--- config.mk ---
export PLATFORM = sky130hd
export DESIGN_NAME = led_sweep_ctrl
export DESIGN_NICKNAME = d
export VERILOG_FILES = /design/src/rtl/led_sweep_ctrl.sv
export SDC_FILE = /design/constraint.sdc
export NUM_CORES = 1
export LEC_CHECK = 0
export ABC_AREA = 1
export ABC_CLOCK_PERIOD_IN_PS = 3700
export BUFFER_PORTS_ARGS = -buffer_cell sky130_fd_sc_hd__buf_2
export CELL_PAD_IN_SITES_DETAIL_PLACEMENT = 1
export CELL_PAD_IN_SITES_GLOBAL_PLACEMENT = 1
export CORE_MARGIN = 4
export CORE_UTILIZATION = 49
export CTS_BUF_LIST = sky130_fd_sc_hd__clkbuf_4 sky130_fd_sc_hd__clkbuf_8 sky130_fd_sc_hd__clkbuf_16
export DETAILED_ROUTE_END_ITERATION = 10
export GPL_TIMING_DRIVEN = 0
export PLACE_DENSITY_LB_ADDON = 0.1
export SLEW_MARGIN = 40
export SYNTH_ARGS = -nofsm -noshare
export SYNTH_HDL_FRONTEND = slang
export SYNTH_SLANG_ARGS = --single-unit
--- constraint.sdc ---
create_clock -name i_clk -period 3.7 [get_ports i_clk]
set_clock_uncertainty 0.05 [all_clocks]
set_input_delay 0.37 -clock i_clk [delete_from_list [all_inputs] [get_ports i_clk]]
set_output_delay 0.37 -clock i_clk [all_outputs]
set_load 0.01 [all_outputs]
--- src/rtl/led_sweep_ctrl.sv ---
// led_sweep_ctrl: LED bank sequencer, switch pass-through or walking-LED sweep.
// Ports: i_clk, i_reset_n (async low), i_sw/i_go raw pins, o_led/o_busy regs. Opt: LED_SWEEP_LOOP_EN.
module led_sweep_ctrl #(
  parameter int NLEDS   = 9,
  parameter int HALF    = 5,
  parameter int CLK_DIV = 12000000
) (
  input  logic             i_clk,
  input  logic             i_reset_n,
  input  logic [NLEDS-1:0] i_sw,
  input  logic             i_go,
  output logic [NLEDS-1:0] o_led,
  output logic             o_busy
);

  localparam int PW = $clog2(NLEDS);
  localparam int CW = (CLK_DIV > 1) ? $clog2(CLK_DIV) : 1;
  localparam logic [PW-1:0] POS_MAX = PW'(NLEDS - 1);
  localparam logic [CW-1:0] CNT_MAX = CW'(CLK_DIV - 1);
  localparam logic [NLEDS-1:0] ONE =
    {{(NLEDS-1){1'b0}}, 1'b1};

`ifdef LED_SWEEP_LOOP_EN
  localparam bit LOOP_EN = 1'b1;
`else
  localparam bit LOOP_EN = 1'b0;
`endif

  typedef enum logic [1:0] {
    S_PASS,
    S_UP,
    S_DN
  } state_t;

  state_t state_q, state_d;

  logic [1:0]       rst_q, rst_d;
  logic             rst_n;
  logic [NLEDS-1:0] sw_meta_q, sw_meta_d;
  logic [NLEDS-1:0] sw_s_q, sw_s_d;
  logic             go_meta_q, go_meta_d;
  logic             go_s_q, go_s_d;
  logic             go_dly_q, go_dly_d;
  logic [PW-1:0]    pos_q, pos_d;
  logic [CW-1:0]    cnt_q, cnt_d;
  logic [NLEDS-1:0] led_q, led_d;
  logic             busy_q, busy_d;

  logic [NLEDS-1:0] led_map;
  logic             go_rise;
  logic             tick;

  // Release of the internal reset is retimed to i_clk.
  assign rst_d = {rst_q[0], 1'b1};
  assign rst_n = rst_q[1];

  always_ff @(posedge i_clk or negedge i_reset_n) begin
    if (!i_reset_n) rst_q <= '0;
    else            rst_q <= rst_d;
  end

  always_comb begin
    sw_meta_d = i_sw;
    sw_s_d    = sw_meta_q;
    go_meta_d = i_go;
    go_s_d    = go_meta_q;
    go_dly_d  = go_s_q;
  end

  assign go_rise = go_s_q & ~go_dly_q;
  assign tick    = (cnt_q == CNT_MAX);

  // Upper half of the bank is wired in reverse order.
  for (genvar k = 0; k < NLEDS; k++) begin : g_map
    if (k < HALF) begin : g_lo
      assign led_map[k] = sw_s_q[k];
    end else begin : g_hi
      assign led_map[k] = sw_s_q[NLEDS-1-(k-HALF)];
    end
  end

  always_ff @(posedge i_clk or negedge rst_n) begin
    if (!rst_n) state_q <= S_PASS;
    else        state_q <= state_d;
  end

  always_comb begin
    state_d = state_q;
    unique case (state_q)
      S_PASS: if (go_rise) state_d = S_UP;
      S_UP: begin
        if (tick && pos_q == POS_MAX)
          state_d = S_DN;
      end
      S_DN: begin
        if (tick && pos_q == '0)
          state_d = (LOOP_EN && go_s_q) ? S_UP : S_PASS;
      end
      default: state_d = S_PASS;
    endcase
  end

  always_comb begin
    pos_d  = pos_q;
    cnt_d  = cnt_q;
    led_d  = led_q;
    busy_d = busy_q;
    unique case (state_q)
      S_PASS: begin
        cnt_d = '0;
        pos_d = '0;
        if (go_rise) begin
          led_d  = ONE;
          busy_d = 1'b1;
        end else begin
          led_d  = led_map;
          busy_d = 1'b0;
        end
      end
      S_UP: begin
        cnt_d = tick ? '0 : cnt_q + CW'(1);
        if (tick) begin
          if (pos_q == POS_MAX) pos_d = pos_q - PW'(1);
          else                  pos_d = pos_q + PW'(1);
          led_d = ONE << pos_d;
        end
      end
      S_DN: begin
        cnt_d = tick ? '0 : cnt_q + CW'(1);
        if (tick) begin
          if (pos_q == '0) begin
            if (LOOP_EN && go_s_q) begin
              pos_d = '0;
              led_d = ONE;
            end else begin
              led_d  = led_map;
              busy_d = 1'b0;
            end
          end else begin
            pos_d = pos_q - PW'(1);
            led_d = ONE << pos_d;
          end
        end
      end
      default: begin
        cnt_d  = '0;
        pos_d  = '0;
        led_d  = '0;
        busy_d = 1'b0;
      end
    endcase
  end

  always_ff @(posedge i_clk or negedge rst_n) begin
    if (!rst_n) begin
      sw_meta_q <= '0;
      sw_s_q    <= '0;
      go_meta_q <= 1'b0;
      go_s_q    <= 1'b0;
      go_dly_q  <= 1'b0;
      pos_q     <= '0;
      cnt_q     <= '0;
      led_q     <= '0;
      busy_q    <= 1'b0;
    end else begin
      sw_meta_q <= sw_meta_d;
      sw_s_q    <= sw_s_d;
      go_meta_q <= go_meta_d;
      go_s_q    <= go_s_d;
      go_dly_q  <= go_dly_d;
      pos_q     <= pos_d;
      cnt_q     <= cnt_d;
      led_q     <= led_d;
      busy_q    <= busy_d;
    end
  end

  assign o_led  = led_q;
  assign o_busy = busy_q;

endmodule

==> results by group <==
Final layout
  • Net count of the finished layout: about 460
  • Fraction of final layout cells sized beyond drive strength 1: 15.9%
  • Layout area overhead: 13.3%
  • Footprint of the multi-input gates: 1470 sq um
  • Filler cells: ~810
  • Final instance area: between 3000 and 4000 sq um
  • Diode count: 0
  • Sequential Area: 1580 sq um

Setup path
  • Crit path to: o_led[3]
  • Depth of the most critical reg-to-reg path: 9
  • Worst reg2reg path startpoint: pos_q[0]
  • Critical Path Sink Type: register
  • Path type of the worst setup path: register to register
  • Ordered cell list for the critical path: inv_1 -> ha_1 -> nand3_1 -> nand2_1 -> nor2_2 -> nand3_1 -> nand3_1 -> nand2_1 -> nand2_1
  • Slowest stage delay, CP: between 0.5 and 0.6 ns
  • Dominant delay contributor by cell family on the critical path: simple AND/OR/NAND/NOR gates
  • Buffer and inverter count on the worst path: 1
  • Worst-path cell with the longest stage delay: sky130_fd_sc_hd__dfrtp_1
  • Origin of the worst setup path: pos_q[0]
  • Slack of the worst reg-to-reg path: between 1.5 and 2 ns
  • Critical Path RT: slightly below 4 ns
  • Number of cells on the critical path: 9
  • Worst Path Max Fanout: 8
  • Element type at the critical path start: register
  • Capture point of the worst reg-to-reg path: o_led[3]
  • Crit path arrival time: 2.31 ns

Timing
  • Final Critical Period: between 2 and 2.5 ns
  • Final setup violation count: 0
  • Achievable clock frequency: between 400 and 500 MHz
  • Tightest hold margin: 0.0783 ns
  • Fin. max-slew vios: 0
  • Accumulated negative setup slack: 0 ns
  • RSZ-0062 raised after global routing: no
  • Period Utilization, post-route: between 50% and 60%
  • Final count of hold timing violations: 0

Global routing
  • Largest net degree at the start of global routing: between 40 and 50
  • Via count of the first global-routing pass: a little under 3000
  • Total congestion overflow: 0
  • Antenna violations before repair: 0
  • Global-route wire length before repair: 14200 um
  • GRT Overall Usage: 23.8%

Detailed routing
  • Number of search-and-repair iterations in the first detailed-routing pass: 4
  • Routed Antenna Nets: 0
  • DRC violation count after routing: 0
  • Vias per cell: 5.31
  • Post-DR wirelength/cell: around 16 um
  • Via count: 2744
  • Number of DRC markers in iteration 0: 70
  • Detailed-route wire length: around 8300 um

Die
  • Die Y-Extent: approximately 90 um
  • Die width: a little under 90 um
  • Boundary Pins: 22
  • Standard-cell row count: 29
  • Area of the core: 6390 sq um
  • Starting density of the core: between 50% and 60%
  • Total Die Area: ~8000 sq um

Synthesis
  • Share of the synthesized area in the top cell type: between 40% and 50%
  • Leading cell types by total area after synthesis: sky130_fd_sc_hd__dfrtp_1, sky130_fd_sc_hd__nand2_1, sky130_fd_sc_hd__nor2_1, sky130_fd_sc_hd__nand3_1, sky130_fd_sc_hd__inv_1
  • Cell taking the most area after synthesis: sky130_fd_sc_hd__dfrtp_1
  • Fraction of the yosys area taken by sequential cells: around half
  • Most numerous cell in the Yosys netlist: sky130_fd_sc_hd__nand2_1
  • Synthesized net count: 424
  • Total number of yosys warnings: 0
  • Synthesized instance count: ~400
  • Ys flop type: sky130_fd_sc_hd__dfrtp_1
  • Post-synth cell types: 32
  • Average instance area after synthesis: between 8 and 9 sq um
  • Number of enable-type register cells in the synthesized netlist: 0
  • Async SR Flop Fraction: 100%
  • Most frequent cells after synthesis: sky130_fd_sc_hd__nand2_1, sky130_fd_sc_hd__dfrtp_1, sky130_fd_sc_hd__nor2_1
  • Total of flip-flops plus latches after synthesis: 63
  • Mapped Area: approximately 3200 sq um

Outcome
  • Status: finished, final reports clean

Clock tree
  • Htree depth: 3
  • Inserted Clock Buffers: 9
  • Clock-pin slew on the worst setup and hold paths: 0.08 ns
  • TritonCTS clock tree: done
  • Clock tree root driver cell: sky130_fd_sc_hd__clkbuf_8
  • Longest Clk Path Bufs: 2
  • Post-CTS setup-driven buffer insertion count: 0
  • Number of clock sinks seen by CTS: 63
  • Clock insertion delay at the later pin of the skew report: about 0.35 ns

Run
  • Max capacitance violation total: 0

Power
  • Total power per unit cell area: 693 nW/um^2
  • Total power draw: about 0.0025 W
  • Leakage Power: ~1.8 nW
  • Peak supply drop: approximately 0.48 mV

Placement
  • Gp weighted congestion: 0.884
  • Placed Area: around 3500 sq um
  • Placed wire-length estimate: roughly 6100 um
  • Input/output buffers: 21

Hold path
  • Min-delay worst type: input pin to register
-- metal layers --
metal / track usage (%) / vias to the layer above / wire length [um]
met1: 25.8 / 1342 / 3370
met4: 9.34 / 0 / 182
met2: 43.9 / 43 / 4580
met5: 0 / - / 0
li1: - / 1344 / -
met3: 6.36 / 15 / 206
-- layout by cell type, fill, tap and decap left out, types with 2 or more instances in the layout --
cell type,n
sky130_fd_sc_hd__buf_6,2
sky130_fd_sc_hd__nand3_1,34
sky130_fd_sc_hd__buf_2,23
sky130_fd_sc_hd__a21oi_1,5
sky130_fd_sc_hd__o21ai_1,9
sky130_fd_sc_hd__a31oi_1,3
sky130_fd_sc_hd__xor2_1,3
sky130_fd_sc_hd__dfrtp_1,62
sky130_fd_sc_hd__nor2_1,53
sky130_fd_sc_hd__nor2_2,5
sky130_fd_sc_hd__clkbuf_8,10
sky130_fd_sc_hd__clkinv_1,2
sky130_fd_sc_hd__xnor2_1,2
sky130_fd_sc_hd__ha_1,11
sky130_fd_sc_hd__inv_2,6
sky130_fd_sc_hd__clkinvlp_4,2
sky130_fd_sc_hd__nor3_1,7
sky130_fd_sc_hd__nand4_1,13
sky130_fd_sc_hd__inv_1,37
sky130_fd_sc_hd__clkinv_2,3
sky130_fd_sc_hd__o21a_1,3
sky130_fd_sc_hd__nand2_1,119
sky130_fd_sc_hd__nor2_4,4
sky130_fd_sc_hd__nand2_4,3
sky130_fd_sc_hd__nand2_2,5
-- worst min-delay path by stage --
stage | start | endpoint | slack [ns] | cells past startpoint
floorplan | i_reset_n | rst_q[0] | 0.02 | 0
global placement | i_reset_n | rst_q[0] | 0.10 | 1
detailed placement | i_reset_n | rst_q[0] | 0.11 | 1
CTS | i_sw[0] | sw_meta_q[0] | 0.06 | 1
global route | i_sw[3] | sw_meta_q[3] | 0.05 | 1
finish | i_sw[3] | sw_meta_q[3] | 0.08 | 1
-- worst register-to-register path, stage by stage, from the launching register on --
cell	delay (ns)
sky130_fd_sc_hd__dfrtp_1	0.52
sky130_fd_sc_hd__inv_1	0.22
sky130_fd_sc_hd__ha_1	0.32
sky130_fd_sc_hd__nand3_1	0.16
sky130_fd_sc_hd__nand2_1	0.11
sky130_fd_sc_hd__nor2_2	0.25
sky130_fd_sc_hd__nand3_1	0.14
sky130_fd_sc_hd__nand3_1	0.09
sky130_fd_sc_hd__nand2_1	0.07
sky130_fd_sc_hd__nand2_1	0.08
-- stage by stage --
| step | cells | setup slack [ns] | util [%] |
|---|---|---|---|
| floorplan | 401 | 1.77 | - |
| global placement | 499 | 1.09 | 54.0 |
| detailed placement | 500 | 1.70 | 54.3 |
| CTS | 517 | 1.62 | 57.6 |
| global route | 517 | 1.49 | 57.6 |
| finish | 517 | 1.62 | 57.6 |
-- cell type report --
type | instances | share of cell area [%]
sequential | 63 | 43.0
tap | 77 | 2.62
inverter | 45 | 4.59
multi-input combinational | 289 | 39.9
buffer | 4 | 0.885
clock buffer | 10 | 3.74
timing repair buffer | 23 | 3.67
clock inverter | 6 | 1.63
-- where the power goes --
| part | total (W) | switching, W | internal, W |
|---|---|---|---|
| Combinational | 0.00108 | 0.000754 | 0.000331 |
| Clock | 0.000606 | 0.000281 | 0.000326 |
| Sequential | 0.000859 | 0.0000770 | 0.000782 |
-- cells by family (layout without fill, tap and decap cells) --
group,after synthesis,after routing,share of synthesized area (%)
compound gates,22,22,3.90
xor+xnor,5,5,1.35
flops,63,63,48.6
fa+ha+maj,11,11,4.24
simple gates,250,250,35.6
buf+inv,49,88,6.21
other cells,1,1,0.116
-- registers in the layout, indices dropped and copies added, names as in the netlist --
register   flops
cnt_q         24
go_dly_d       1
go_dly_q       1
go_meta_q      1
o_busy         1
o_led          9
pos_q          4
rst_q          2
state_q        2
sw_meta_q      9
sw_s_q         9
-- what timing repair did --
action / in CTS / in global routing
hold endpoints to repair: 2 / 0
resized for setup: 0 / 0
hold buffers: 1 / 0
Note: power is estimated with default switching activity, not from simulation.
